--- config.mk ---
export PLATFORM = sky130hd
export DESIGN_NAME = mem_access_stage
export DESIGN_NICKNAME = d
export VERILOG_FILES = /design/src/rtl/mem_access_stage.sv
export SDC_FILE = /design/constraint.sdc
export NUM_CORES = 1
export LEC_CHECK = 0
export CORE_MARGIN = 5
export CORE_UTILIZATION = 25
export DETAILED_ROUTE_END_ITERATION = 8
export GPL_TIMING_DRIVEN = 0
export PLACE_DENSITY = 0.59
export SKIP_LAST_GASP = 1
export SYNTH_ARGS = -nofsm -noshare
export SYNTH_HDL_FRONTEND = slang
export SYNTH_SLANG_ARGS = --single-unit
export TNS_END_PERCENT = 1
--- constraint.sdc ---
create_clock -name CLOCK -period 2.2 [get_ports CLOCK]
set_input_delay 0.44 -clock CLOCK [delete_from_list [all_inputs] [get_ports CLOCK]]
set_output_delay 0.44 -clock CLOCK [all_outputs]
set_load 0.1 [all_outputs]
--- src/rtl/mem_access_stage.sv ---
// MEM pipeline stage: drives the 16-bit data memory and returns load/ALU results to WB.
// Optional MEM_ADDR_CHECK_EN: out-of-range load/store addresses are suppressed and flagged.
module mem_access_stage #(
  parameter int unsigned DATA_W     = 16,
  parameter int unsigned ADDR_W     = 16,
  parameter int unsigned REG_ADDR_W = 3,
  parameter int unsigned MEM_DEPTH  = 16
) (
  input  logic                  CLOCK,
  input  logic                  in_rst,
  input  logic                  in_valid,
  output logic                  out_ready,
  input  logic [DATA_W-1:0]     in_alu_result,
  input  logic [DATA_W-1:0]     in_store_data,
  input  logic                  in_mem_read,
  input  logic                  in_mem_write,
  input  logic                  in_reg_write,
  input  logic [REG_ADDR_W-1:0] in_rd_addr,
  output logic [ADDR_W-1:0]     out_mem_addr,
  output logic [DATA_W-1:0]     out_mem_wdata,
  output logic                  out_cntrl_mem_read,
  output logic                  out_cntrl_mem_write,
  input  logic [DATA_W-1:0]     in_mem_rdata,
  output logic                  out_wb_valid,
  output logic [DATA_W-1:0]     out_wb_data,
  output logic [REG_ADDR_W-1:0] out_wb_rd,
  output logic                  out_wb_reg_write,
  output logic                  out_illegal
);

  typedef enum logic [1:0] {StIdle, StLdWait, StLdCapt} state_e;

  state_e state_q, state_d;

  logic                  ready_q, ready_d;
  logic [ADDR_W-1:0]     mem_addr_q, mem_addr_d;
  logic [DATA_W-1:0]     mem_wdata_q, mem_wdata_d;
  logic                  mem_rd_q, mem_rd_d;
  logic                  mem_wr_q, mem_wr_d;
  logic                  wb_valid_q, wb_valid_d;
  logic [DATA_W-1:0]     wb_data_q, wb_data_d;
  logic [REG_ADDR_W-1:0] wb_rd_q, wb_rd_d;
  logic                  wb_rw_q, wb_rw_d;
  logic                  illegal_q, illegal_d;
  // Destination of the load in flight, held until the data comes back.
  logic [REG_ADDR_W-1:0] ld_rd_q, ld_rd_d;
  logic                  ld_rw_q, ld_rw_d;
  logic                  ld_zero_q, ld_zero_d;

  logic accept;
  logic is_load, is_store, is_both;
  logic addr_oor;

  assign accept   = in_valid & ready_q;
  assign is_load  = in_mem_read & ~in_mem_write;
  assign is_store = in_mem_write & ~in_mem_read;
  assign is_both  = in_mem_read & in_mem_write;

`ifdef MEM_ADDR_CHECK_EN
  assign addr_oor = (32'(in_alu_result) >= MEM_DEPTH);
`else
  assign addr_oor = 1'b0;
`endif

  always_ff @(posedge CLOCK or posedge in_rst) begin
    if (in_rst) begin
      state_q     <= StIdle;
      ready_q     <= 1'b1;
      mem_addr_q  <= '0;
      mem_wdata_q <= '0;
      mem_rd_q    <= 1'b0;
      mem_wr_q    <= 1'b0;
      wb_valid_q  <= 1'b0;
      wb_data_q   <= '0;
      wb_rd_q     <= '0;
      wb_rw_q     <= 1'b0;
      illegal_q   <= 1'b0;
      ld_rd_q     <= '0;
      ld_rw_q     <= 1'b0;
      ld_zero_q   <= 1'b0;
    end else begin
      state_q     <= state_d;
      ready_q     <= ready_d;
      mem_addr_q  <= mem_addr_d;
      mem_wdata_q <= mem_wdata_d;
      mem_rd_q    <= mem_rd_d;
      mem_wr_q    <= mem_wr_d;
      wb_valid_q  <= wb_valid_d;
      wb_data_q   <= wb_data_d;
      wb_rd_q     <= wb_rd_d;
      wb_rw_q     <= wb_rw_d;
      illegal_q   <= illegal_d;
      ld_rd_q     <= ld_rd_d;
      ld_rw_q     <= ld_rw_d;
      ld_zero_q   <= ld_zero_d;
    end
  end

  always_comb begin
    state_d = state_q;
    unique case (state_q)
      StIdle:   if (accept && is_load) state_d = StLdWait;
      StLdWait: state_d = StLdCapt;
      StLdCapt: state_d = StIdle;
      default:  state_d = StIdle;
    endcase
  end

  always_comb begin
    ready_d     = (state_d == StIdle);
    mem_addr_d  = mem_addr_q;
    mem_wdata_d = mem_wdata_q;
    mem_rd_d    = 1'b0;
    mem_wr_d    = 1'b0;
    wb_valid_d  = 1'b0;
    wb_data_d   = wb_data_q;
    wb_rd_d     = wb_rd_q;
    wb_rw_d     = wb_rw_q;
    illegal_d   = 1'b0;
    ld_rd_d     = ld_rd_q;
    ld_rw_d     = ld_rw_q;
    ld_zero_d   = ld_zero_q;
    unique case (state_q)
      StIdle: begin
        if (accept) begin
          if (is_both) begin
            wb_valid_d = 1'b1;
            wb_rd_d    = in_rd_addr;
            wb_rw_d    = 1'b0;
            illegal_d  = 1'b1;
          end else if (is_store) begin
            mem_addr_d  = ADDR_W'(in_alu_result);
            mem_wdata_d = in_store_data;
            mem_wr_d    = ~addr_oor;
            wb_valid_d  = 1'b1;
            wb_rd_d     = in_rd_addr;
            wb_rw_d     = 1'b0;
            illegal_d   = addr_oor;
          end else if (is_load) begin
            mem_addr_d = ADDR_W'(in_alu_result);
            mem_rd_d   = ~addr_oor;
            ld_rd_d    = in_rd_addr;
            ld_rw_d    = in_reg_write;
            ld_zero_d  = addr_oor;
            illegal_d  = addr_oor;
          end else begin
            wb_valid_d = 1'b1;
            wb_data_d  = in_alu_result;
            wb_rd_d    = in_rd_addr;
            wb_rw_d    = in_reg_write;
          end
        end
      end
      StLdWait: ;
      StLdCapt: begin
        wb_valid_d = 1'b1;
        wb_data_d  = ld_zero_q ? '0 : in_mem_rdata;
        wb_rd_d    = ld_rd_q;
        wb_rw_d    = ld_rw_q;
      end
      default: ;
    endcase
  end

  assign out_ready           = ready_q;
  assign out_mem_addr        = mem_addr_q;
  assign out_mem_wdata       = mem_wdata_q;
  assign out_cntrl_mem_read  = mem_rd_q;
  assign out_cntrl_mem_write = mem_wr_q;
  assign out_wb_valid        = wb_valid_q;
  assign out_wb_data         = wb_data_q;
  assign out_wb_rd           = wb_rd_q;
  assign out_wb_reg_write    = wb_rw_q;
  assign out_illegal         = illegal_q;

endmodule

==> results of run 1 <==
[registers in the layout, indices dropped and copies added, names as in the netlist, 2 cells and up]
name           flops
state_q            2
out_mem_addr      16
out_wb_data       16
out_mem_wdata     16
ld_rd_q            3
out_wb_rd          3
[layer usage]
layer	part of all wire	track usage	vias to the layer above
met5	0	0	-
met4	0.014	0.0385	0
met3	0.077	0.0433	10
met2	0.47	0.187	73
met1	0.44	0.144	958
li1	-	-	972
[worst register-to-register path: stages, from the launching register on]
cell,delay [ps]
dfrtp_1,480
and4bb_1,380
nor2b_1,140
buf_2,230
buf_6,190
mux2_2,350
[path summary, 6_finish.rpt]
path                                start                 to  slack (ps)  cells after the start
max in group asynchronous          in_rst    out_mem_addr[4]        1050                      3
min reg2reg                    ld_rd_q[0]         ld_rd_q[0]         510                      1
min in group asynchronous          in_rst  out_mem_wdata[10]         530                      2
max                        out_wb_data[2]     out_wb_data[2]         -80                      1
min                            ld_rd_q[0]         ld_rd_q[0]         510                      1
max reg2reg                    state_q[0]    out_mem_addr[2]         310                      5
[layout by cell type, fill, tap and decap left out, types with 2 or more instances in the layout]
cell type and count:
clkdlybuf4s50_1 110, dfrtp_1 62, nand2_1 34, mux2_2 32
nor2_1 23, a31oi_1 17, mux2_4 10, clkbuf_8 10
buf_6 4, and2_1 4, ha_1 4, nand2b_1 3
buf_2 3, nor2b_1 3, clkbuf_1 3, clkinvlp_4 3
inv_1 2, dlygate4sd2_1 2
[final cells by class]
| cell class | count | area [sq um] | area share |
|---|---|---|---|
| flip-flops and latches | 63 | 1580 | 0.375 |
| repair buffers | 114 | 1150 | 0.274 |
| plain buffers | 11 | 76.3 | 0.0182 |
| inverters | 3 | 11.3 | 0.00268 |
| clock buffers | 11 | 141 | 0.0336 |
| clock inverters | 5 | 57.6 | 0.0137 |
| multi-input cells | 137 | 1020 | 0.242 |
| well taps | 136 | 170 | 0.0405 |
[cell families after synthesis]
family | share of synthesized area
DFF | 0.594
and+or+nand+nor | 0.119
buffers and inverters | 0.0301
adders and majority gates | 0.0188
muxes | 0.196
AOI/OAI and AO/OA | 0.0419
[repair_timing]
action                                  CTS  global route
endpoints found under the setup margin   67            66
resized for setup                         5             6
cloned                                    0             0
setup buffers                             0             0
hold buffers                              0             0
[per-stage QoR]
| step | hold WS (ps) | power [mW] | cell area (sq um) | setup slack (ps) |
|---|---|---|---|---|
| 2_1_floorplan | 475 | 4.01 | 2660 | 129 |
| 3_3_place_gp | 485 | 4.79 | 3960 | -1050 |
| 3_5_place_dp | 490 | 4.82 | 3980 | -602 |
| 4_1_cts | 507 | 5.86 | 4190 | -117 |
| 5_1_grt | 520 | 6.02 | 4200 | -140 |
| 6_report | 506 | 5.78 | 4200 | -80.1 |
[power by group through the flow]
stage               combinational [mW]  sequential (mW)  clock [mW]
floorplan                        0.396             3.61           0
global placement                  3.17             1.62           0
detailed placement                3.20             1.63           0
CTS                               3.20             1.61        1.05
global route                      3.27             1.64        1.11
finish                            3.17             1.60        1.01
==> qor.yml, run 1 <==
yosysMostFrequentCell: "dfrtp_1"
n_fill_cell: 1010
setup_ws_ps: -80.1
final.period_utilization: 1.04
cts_sinks: 63
die_w_um: 113
worstPathRequired_ps: 1760
outcome: "complete, but fails checks"
htree_levels: 3
switchingPower_mw: 2.98
path_max_fanout: 2
synth_area_per_cell_sq_um: 12.4
critPathCaptureType: "primary output"
drc: 0
vias_per_cell: 4.19
p_seq_frac: 0.277
drive_gt1_frac: 0.206
final_util: 0.407
dpl.hpwl_um: 5470
grt_max_degree: 34
synth.ff_latch_count: 63
hold_path_class: "reg2reg"
fmaxAchievable_ghz: 0.439
instances_no_fill: 480
finClkSkew_ps: 12.8
vias: 2013
relSlewSlack: 0.329
critPathBufInv: 1
cpMaxStageDelayCell: "clkdlybuf4s50_1"
netSwitchingFraction: 0.515
p_leak_nw: 1.82
p_per_area_nw_per_um2: 1380
cts_root_buffer: "clkbuf_8"
synth.top_cell.area_share: 0.584
worstPathCellList: "clkdlybuf4s50_1"
netlist_area_sq_um: 2660
ys_types: 24
slew_violations: 0
dr.pass1.iters: 4
grt_usage: 0.116
numCtsBuffers: 9
die-area_sq_um: 12800
drt_wl_total_um: 7320
grt_pass1_wl_um: 11700
worst-setup-path-type: "reg2out"
clock_latency_ps: 330
fin_crit_ps: 2280
synth.area.top_cells: "dfrtp_1 58%, mux2_2 14%, mux2_4 5.7%, nand2_1 4.8%, a31oi_1 4.0%"
final-setup-viol-count: 55
grt_pass1_vias: 2223
ys_warn_count: 0
worstPathArrival_ps: 1840
start_kind: "register"
core_sq_um: 10300
syn2layout_area_growth_pct: 58.3
maxCapViolCount: 0
ant_nets: 0
synth_enable_flop_cells: 0
avgRoutedWirePerCell_um: 15.3
violations: "setup timing"
syn-num-nets: 275
max_stage_delay_ps: 1150
pwr-share-clk: 0.174
max-vdd-ir-drop_mv: 0.612
overflow: 0
io_pins: 114
antenna_cells: 0
drt_iter0_drc: 49
fp.dieH_um: 113
syn-instance-count: 214
rows: 37
internal_power_mw: 2.80
rsz0062_at_grt: "yes"
tns_ps: -2920
io_buffers: 113
power_frac_comb: 0.549
critPathTopFamily: "buffers and inverters"
seq_area_frac_synth: 0.594
cts_max_path_buffers: 2
dp_cells: 464
async_reset_ff_frac: 1.00
cts_tree: "yes"
antenna_found_initial: 0
synthFlopType: "dfrtp_1"
nets: 400
synth_common_cells: "62 x dfrtp_1, 34 x nand2_1, 32 x mux2_2"
place.gp.congestion: 0.699
clk_pin_slew_ps: 70
hold_viol_final: 0
start_util: 0.257
tightestPinTransition_ps: 1000
yosys.area.top_type: "dfrtp_1"
No activity file was read; power rests on OpenSTA's default activity.
==> run 2, diff against run 1 <==
--- a/config.mk
+++ b/config.mk
@@ -5,7 +5,6 @@
 export SDC_FILE = /design/constraint.sdc
 export NUM_CORES = 1
 export LEC_CHECK = 0
-export CORE_MARGIN = 5
 export CORE_UTILIZATION = 25
 export DETAILED_ROUTE_END_ITERATION = 8
 export GPL_TIMING_DRIVEN = 0
==> run 2 against run 1 <==
Net effect:
- the flow still finishes with violations (setup timing)
- clock power down 9.6%
- highest routed layer unchanged
- register-to-register slack about the same
- flip-flop and latch count unchanged
- critical path depth unchanged
- non-clock buffer count unchanged
- largest cell class unchanged
- largest power group unchanged
==> qor.yml, run 2 (synthesis gave the netlist of run 1 again) <==
start_util: 0.257  # unchanged
fp.dieH_um: 105  # -7.1%
r2r_end: "out_mem_addr[3]"
design_area_sq_um: 4180  # -0.51%
drt_wl_total_um: 7030  # -4.0%
overflow: 0  # unchanged
hold_path_class: "reg2reg"
syn2layout_area_growth_pct: 57.5
io_buffers: 113  # unchanged
hold_viol_final: 0  # unchanged
cts_tree: "yes"
final.period_utilization: 1.04  # about the same
grt_max_degree: 33  # -2.9%
holdCritStartpoint: "out_mem_wdata[11]"
max-vdd-ir-drop_mv: 0.561  # -8.4%
dpl.hpwl_um: 4930  # -9.9%
grt_pass1_wl_um: 11400  # -3.1%
die_w_um: 105  # -7.1%
worst-setup-path-type: "reg2out"
ff2ff_setup_slack_ps: 310  # about the same
n_fill_cell: 997  # -1.3%
grt_pass1_vias: 2154  # -3.1%
critPathCaptureType: "primary output"
final_util: 0.405  # -0.00206
setup_ws_ps: -78.9  # +1.18 ps
cts_sinks: 63  # unchanged
p_leak_nw: 1.82  # +0.20%
rsz0062_at_grt: "yes"
htree_levels: 3  # unchanged
violations: "setup timing"
fmaxAchievable_ghz: 0.439  # about the same
grt_usage: 0.135  # +0.0188
numCtsBuffers: 9  # unchanged
drive_gt1_frac: 0.206  # unchanged
worstPathCellList: "clkdlybuf4s50_1"
slew_violations: 0  # unchanged
drt_iter0_drc: 57  # +16%
cts_max_path_buffers: 2  # unchanged
whs_endpoint: "out_mem_wdata[11]"
dp_worst_setup_slack_ps: -584  # +18.1 ps
dr.pass1.iters: 4  # unchanged
final-setup-viol-count: 55  # unchanged
placed_cell_area_sq_um: 3980  # unchanged
hold_depth: 1  # unchanged
antenna_cells: 0  # unchanged
p_per_area_nw_per_um2: 1360  # -1.2%
drc: 0  # unchanged
rr_worst_depth: 5  # unchanged
io_pins: 114  # unchanged
vias: 2037  # +1.2%
cts_root_buffer: "clkbuf_8"
r2r_start: "out_ready"
avgRoutedWirePerCell_um: 14.6  # -4.0%
relSlewSlack: 0.332  # +0.00269
cpMaxStageDelayCell: "clkdlybuf4s50_1"
clock_latency_ps: 330  # about the same
outcome: "complete, but fails checks"
vias_per_cell: 4.24  # +1.2%
maxCapViolCount: 0  # unchanged
worstPathArrival_ps: 1840  # about the same
nets: 400  # unchanged
clk_pin_slew_ps: 70  # about the same
critPathTopFamily: "buffers and inverters"
ant_nets: 0  # unchanged
core_sq_um: 10300  # unchanged
antenna_found_initial: 0  # unchanged
fin_crit_ps: 2280  # -1.18 ps
path_max_fanout: 2  # unchanged
max_stage_delay_ps: 1140  # about the same
place.gp.congestion: 0.730  # +4.5%
die-area_sq_um: 11000  # -14%
finClkSkew_ps: 10.0  # -2.82 ps
worstPathRequired_ps: 1760  # about the same
tightestPinTransition_ps: 999  # -4.02 ps
critPathBufInv: 1  # unchanged
start_kind: "register"
final_common_cell: "clkdlybuf4s50_1"
p_total_mw: 5.69  # -1.7%
cts_hold_repair.buffers: 0  # unchanged
final_cell_mix: "110 x clkdlybuf4s50_1, 62 x dfrtp_1, 34 x nand2_1"
rows: 37  # unchanged
run 2: cell count changes in the layout (fill, tap and decap cells not counted), sizes merged:
cell / delta
clkinv: +3
bufinv: -1
clkbuf: +1
clkinvlp: -3
run 2: what timing repair did:
action                     CTS  global route
setup endpoints to repair   67            68
pin swaps                    0             0
setup buffers                0             0
gates resized for setup      6             6
run 2: worst max path at each step:
stage	depth (start not counted)	slack, ps	end	start
after global routing	1	-140	out_wb_data[0]	out_wb_data[0]
after floorplan	5	130	out_mem_addr[0]	out_ready
after global placement	2	-1060	out_mem_addr[13]	in_rst
after detailed placement	8	-580	out_wb_data[9]	in_mem_read
final	1	-80	out_wb_data[9]	out_wb_data[9]
after CTS	1	-110	out_wb_data[8]	out_wb_data[8]
run 2: per-stage QoR:
stage / instances / setup TNS [ps] / hold WS [ps]
6_report: 480 / -2960 / 505
5_1_grt: 480 / -6730 / 519
4_1_cts: 480 / -5000 / 510
3_5_place_dp: 464 / -9030 / 492
3_3_place_gp: 463 / -74460 / 486
2_1_floorplan: 214 / 0 / 475
run 2: final cells by class:
class | instances | area (sq um) | share of cell area
Clock buffer | 12 | 155 | 0.0371
Buffer | 11 | 78.8 | 0.0188
Sequential cell | 63 | 1580 | 0.377
Timing Repair Buffer | 114 | 1150 | 0.275
Inverter | 3 | 11.3 | 0.00269
Clock inverter | 4 | 20.0 | 0.00479
Multi-Input combinational cell | 137 | 1020 | 0.243
Tap cell | 136 | 170 | 0.0407
run 2: layer usage:
| layer | track usage | wire length (um) |
|---|---|---|
| met2 | 0.211 | 3300 |
| met3 | 0.0356 | 432 |
| met1 | 0.175 | 3200 |
| met4 | 0.0604 | 99 |
| met5 | 0 | 0 |
run 2: worst register-to-register path, cell delays in order (launching register included):
cell and delay, ps:
dfstp_2 570, and4bb_1 290, nor2b_1 140, buf_2 230
buf_6 190, mux2_2 340
run 2: report_power, final:
group	internal [mW]	switching (mW)	total, mW	leakage (nW)
registers	1.45	0.154	1.61	0.756
logic	0.798	2.37	3.17	0.968
clock network	0.463	0.450	0.913	0.0959
==> patch 1 (settings of run 2) <==
Remove the register `mem_rd_q`: a continuous assignment takes its place, so the output `out_cntrl_mem_read` follows one clock earlier.
--- a/src/rtl/mem_access_stage.sv
+++ b/src/rtl/mem_access_stage.sv
@@ -68,7 +68,6 @@
       ready_q     <= 1'b1;
       mem_addr_q  <= '0;
       mem_wdata_q <= '0;
-      mem_rd_q    <= 1'b0;
       mem_wr_q    <= 1'b0;
       wb_valid_q  <= 1'b0;
       wb_data_q   <= '0;
@@ -83,7 +82,6 @@
       ready_q     <= ready_d;
       mem_addr_q  <= mem_addr_d;
       mem_wdata_q <= mem_wdata_d;
-      mem_rd_q    <= mem_rd_d;
       mem_wr_q    <= mem_wr_d;
       wb_valid_q  <= wb_valid_d;
       wb_data_q   <= wb_data_d;
@@ -95,6 +93,8 @@
       ld_zero_q   <= ld_zero_d;
     end
   end
+
+  assign mem_rd_q = mem_rd_d;
 
   always_comb begin
     state_d = state_q;
Formal check against the unedited RTL: not equivalent (Yosys sat finds a counterexample within 4 cycles, from zero or initial values and one cycle with in_rst high).
==> patch 1 against run 2 <==
The flow still finishes with violations (setup timing). Worst setup slack better by 0.0015 ns. Worst hold slack about the same. Routed wire length down 5.0%. Clock power down 6.5%. Total power down 1.4%. Area after synthesis down 0.94%. Synthesized cell count down 0.47%. Cell area down 1.0%. Sequential cell count down 1.
==> patch 1: results (changes against run 2) <==
status = complete, but fails checks
violated checks = setup timing
Yosys Warn Count = 0 (unchanged)
via count = 2035 (-0.098%)
final worst slack = -0.0774 ns (+0.00153 ns)
root buffer cell = clkbuf_8
DR iter-0 viols = 41 (-28%)
Worst-Skew Late Latency = 0.33 ns (about the same)
HP Class = flop to flop
global-route wire length before repair = 10.9 mm (-4.1%)
Seq/Total Area, Yosys = 0.590 (-0.00386)
Ant. Diodes = 0 (unchanged)
Clock transition at path regs = 0.06 ns
Setup Skew = 0.0125 ns (+0.00246 ns)
endpoints failing setup = 53 (-3.6%)
NumNets Final = 398 (-0.50%)
cell family with most CP delay = buffers and inverters
HPWL Detailed = 4.90 mm (-0.56%)
Max VDD drop = 0.000549 V (-2.2%)
Layout Cells excl Fill = 477 (-0.63%)
Port Buffer Count = 113 (unchanged)
slowest CP cell = clkdlybuf4s50_1
CP max FO = 2 (unchanged)
Num CTS Buffers = 9 (unchanged)
Internal Power = 2.66 mW (-2.0%)
synthesized net count = 274 (-0.36%)
vias in the first global route = 2143 (-0.51%)
ys async rst share = 1.00 (unchanged)
top post-synthesis cells by area = dfrtp_1 58%, mux2_2 14%, mux2_4 5.7%, nand2_1 4.9%, a31oi_1 4.0%
GPL Wtd Cong = 0.735 (+0.67%)
H-tree depth = 3 (unchanged)
LEAKAGE = 1.80 nW (-1.2%)
Critical Path AT = 1.84 ns (about the same)
Pre-Repair DR Iteration Count = 4 (unchanged)
dpl cells = 463 (-0.22%)
Mapped Cells = 213 (-0.47%)
relative slew slack = 0.318 (-0.0136)
Remaining Overflow, GRT = 0 (unchanged)
largest net degree at the start of global routing = 36 (+9.1%)
synth cell count leaders = 61 x dfrtp_1, 34 x nand2_1, 32 x mux2_2
drt total wl = 6.67 mm (-5.0%)
Max stage delay on crit path = 1.14 ns (about the same)
GR Util All Layers = 0.128 (-0.00714)
CTS Buffer Depth = 2 (unchanged)
fraction of layout cells with a size suffix above 1 = 0.211 (+0.00475)
==> patch 1: through the flow <==
stage	util	setup slack, ns	TNS (ns)	total power [mW]	instance area (um^2)
floorplan	-	0.101	0	3.99	2630
global placement	0.383	-1.00	-70.25	4.76	3930
detailed placement	0.385	-0.789	-10.17	4.78	3950
CTS	0.401	-0.101	-4.62	5.66	4120
global route	0.403	-0.138	-6.19	5.82	4140
finish	0.403	-0.0774	-2.56	5.60	4140
==> patch 1: cell type report <==
cell class              instances  area, um^2
clock buffers                  11         141
repair buffers                114        1150
plain buffers                  10        70.1
fillers                      1027        6140
flip-flops and latches         62        1550
well taps                     136         170
inverters                       3        11.3
multi-input cells             137        1020
clock inverters                 4        23.8
==> patch 1: cell families (layout without fill, tap and decap cells) <==
| kind of cell | count (synthesis) | in the layout | share of synthesized area |
|---|---|---|---|
| buffers and inverters | 14 | 142 | 0.0304 |
| flip-flops | 62 | 62 | 0.590 |
| AND/OR/NAND/NOR | 72 | 72 | 0.120 |
| multiplexers | 43 | 43 | 0.198 |
| AO/OA/AOI/OAI | 18 | 18 | 0.0423 |
| adder cells (fa/ha/maj) | 4 | 4 | 0.0190 |
==> patch 1: path summary, 6_finish.rpt <==
path / startpoint / to / slack (ns) / cells after the start
setup / recovery: out_wb_data[6] / out_wb_data[6] / -0.08 / 1
hold / removal: out_mem_wdata[13] / out_mem_wdata[13] / 0.50 / 1
setup reg to reg: out_ready / out_mem_addr[14] / 0.32 / 5
hold reg to reg: out_mem_wdata[13] / out_mem_wdata[13] / 0.50 / 1
max in group asynchronous: in_rst / out_wb_data[13] / 1.06 / 3
min in group asynchronous: in_rst / out_mem_wdata[1] / 0.52 / 2
==> patch 1: power groups by stage <==
stage               logic (mW)  clock network [mW]  registers [mW]
finish                    3.16               0.854            1.59
global route              3.26               0.936            1.63
CTS                       3.18               0.894            1.59
detailed placement        3.18                   0            1.61
global placement          3.16                   0            1.59
floorplan                0.402                   0            3.59
==> patch 1: what timing repair did <==
item	CTS	global route
pin swaps	0	1
endpoints found under the setup margin	67	72
hold buffers	0	0
gates resized for setup	11	4
==> patch 1: layer usage <==
| metal | part of all wire | global-route usage | up-vias |
|---|---|---|---|
| met4 | 0.0066 | 0.0362 | 0 |
| met3 | 0.072 | 0.0455 | 6 |
| li1 | - | - | 970 |
| met5 | 0 | 0 | - |
| met2 | 0.45 | 0.199 | 76 |
| met1 | 0.47 | 0.167 | 983 |
==> patch 2 (flow settings as in run 2) <==
Without the edit above. The parameter `DATA_W` goes from 16 to 14.
--- a/src/rtl/mem_access_stage.sv
+++ b/src/rtl/mem_access_stage.sv
@@ -1,7 +1,7 @@
 // MEM pipeline stage: drives the 16-bit data memory and returns load/ALU results to WB.
 // Optional MEM_ADDR_CHECK_EN: out-of-range load/store addresses are suppressed and flagged.
 module mem_access_stage #(
-  parameter int unsigned DATA_W     = 16,
+  parameter int unsigned DATA_W     = 14,
   parameter int unsigned ADDR_W     = 16,
   parameter int unsigned REG_ADDR_W = 3,
   parameter int unsigned MEM_DEPTH  = 16
Ports: changed (5 resized); port bits go from 114 to 104. No check against the original RTL was run, so the function may have changed too.
==> patch 2 against run 2 <==
Fmax fell by 0.67%. Critical endpoint is now out_wb_reg_write. Clock power is 11% higher. Area after synthesis shrank 7.0%. Via count is 8.2% lower. Total power fell by 6.6%. Cell area shrank 7.4%. Final cell count shrank 7.5%. Sequential cell count down 6. Sequential power is 9.9% lower. Routed wire length decreased by 10%. Combinational power is 10% lower. Worst hold slack worse by 0.065 ns. Worst setup slack worse by 0.015 ns. The flow still finishes with violations (setup timing).
==> patch 2: results (changes against run 2) <==
clock-cell share of area = 0.0530 (+0.0111)
Seq/Total Area, Yosys = 0.578 (-0.0162)
slowest CP cell = clkdlybuf4s50_1
via count = 1870 (-8.2%)
GR Util All Layers = 0.127 (-0.00820)
Multi-In Gates = 126 (-8.0%)
endpoints failing setup = 48 (-13%)
multiplexer share of the synthesized area = 0.204 (+0.00760)
LEAKAGE = 1.71 nW (-6.0%)
global-route wire length before repair = 9.67 mm (-15%)
largest net degree at the start of global routing = 37 (+12%)
synth cell count leaders = 56 x dfrtp_1, 30 x nand2_1, 21 x nor2_1
Non-clock buffer share = 0.284 (-0.0105)
GPL Wtd Cong = 0.707 (-3.2%)
non-clock buffer count = 113 (-9.6%)
Adder-Cell Fraction of Synth Area = 0.0203 (+0.00141)
dpl cells = 428 (-7.8%)
Post-CTS Resized = 2 (-4)
Mapped Cells = 196 (-8.4%)
HPWL Detailed = 4.71 mm (-4.3%)
Power Total = 5.31 mW (-6.6%)
drt wl/cell = 14.2 um (-2.7%)
NumNets Final = 365 (-8.8%)
footprint of the multi-input gates = 970 um^2 (-4.8%)
Clk network pwr share = 0.190 (+0.029)
Setup Skew = 0.00986 ns (-0.000143 ns)
Area Overhead vs Synth = 56.8%
relative slew slack = 0.327 (-0.00430)
clock buffer count = 10 (-2)
Power Density = 1370 nW/um^2 (+0.84%)
fill count = 908 (-8.9%)
top post-synthesis cells by area = dfrtp_1 57%, mux2_4 12%, mux2_2 5.5%, nand2_1 4.6%, a31oi_1 3.8%
final worst slack = -0.0942 ns (-0.0153 ns)
Hold Slack = 0.440 ns (-0.0654 ns)
Sw Pwr = 2.71 mW (-8.8%)
register share of total power = 0.274 (-0.009)
Synth Area in Compound Gates = 0.0451 (+0.00314)
unique cell type count in the Yosys netlist = 27 (+13%)
pre-CTS WS = -0.416 ns (+0.168 ns)
Max VDD drop = 0.000582 V (+3.8%)
HP Class = primary input to async pin
violated checks = setup timing
DR iter-0 viols = 66 (+16%)
Port Buffer Count = 101 (-11%)
Layout Cells excl Fill = 444 (-7.5%)
register bit total from synthesis = 57 (-9.5%)
setup TNS = -2.72 ns (+0.237 ns)
status = complete, but fails checks
## patch 2: how the worst max path moves through the flow
| stage | end | start | cells past startpoint | slack [ns] |
|---|---|---|---|---|
| 2_1_floorplan | out_mem_addr[0] | out_ready | 5 | 0.16 |
| 3_3_place_gp | out_mem_addr[12] | in_rst | 2 | -0.77 |
| 4_1_cts | out_wb_data[9] | out_wb_data[9] | 1 | -0.12 |
| 3_5_place_dp | out_wb_data[4] | in_mem_read | 8 | -0.42 |
| 5_1_grt | out_wb_data[12] | in_mem_read | 8 | -0.15 |
| 6_report | out_wb_reg_write | out_wb_reg_write | 1 | -0.09 |
## patch 2: layer usage
| layer | up-vias | global-route usage | part of all wire |
|---|---|---|---|
| met4 | 0 | 0.0334 | 0.0076 |
| li1 | 891 | - | - |
| met3 | 6 | 0.0435 | 0.052 |
| met1 | 906 | 0.156 | 0.45 |
| met5 | - | 0 | 0 |
| met2 | 67 | 0.212 | 0.49 |
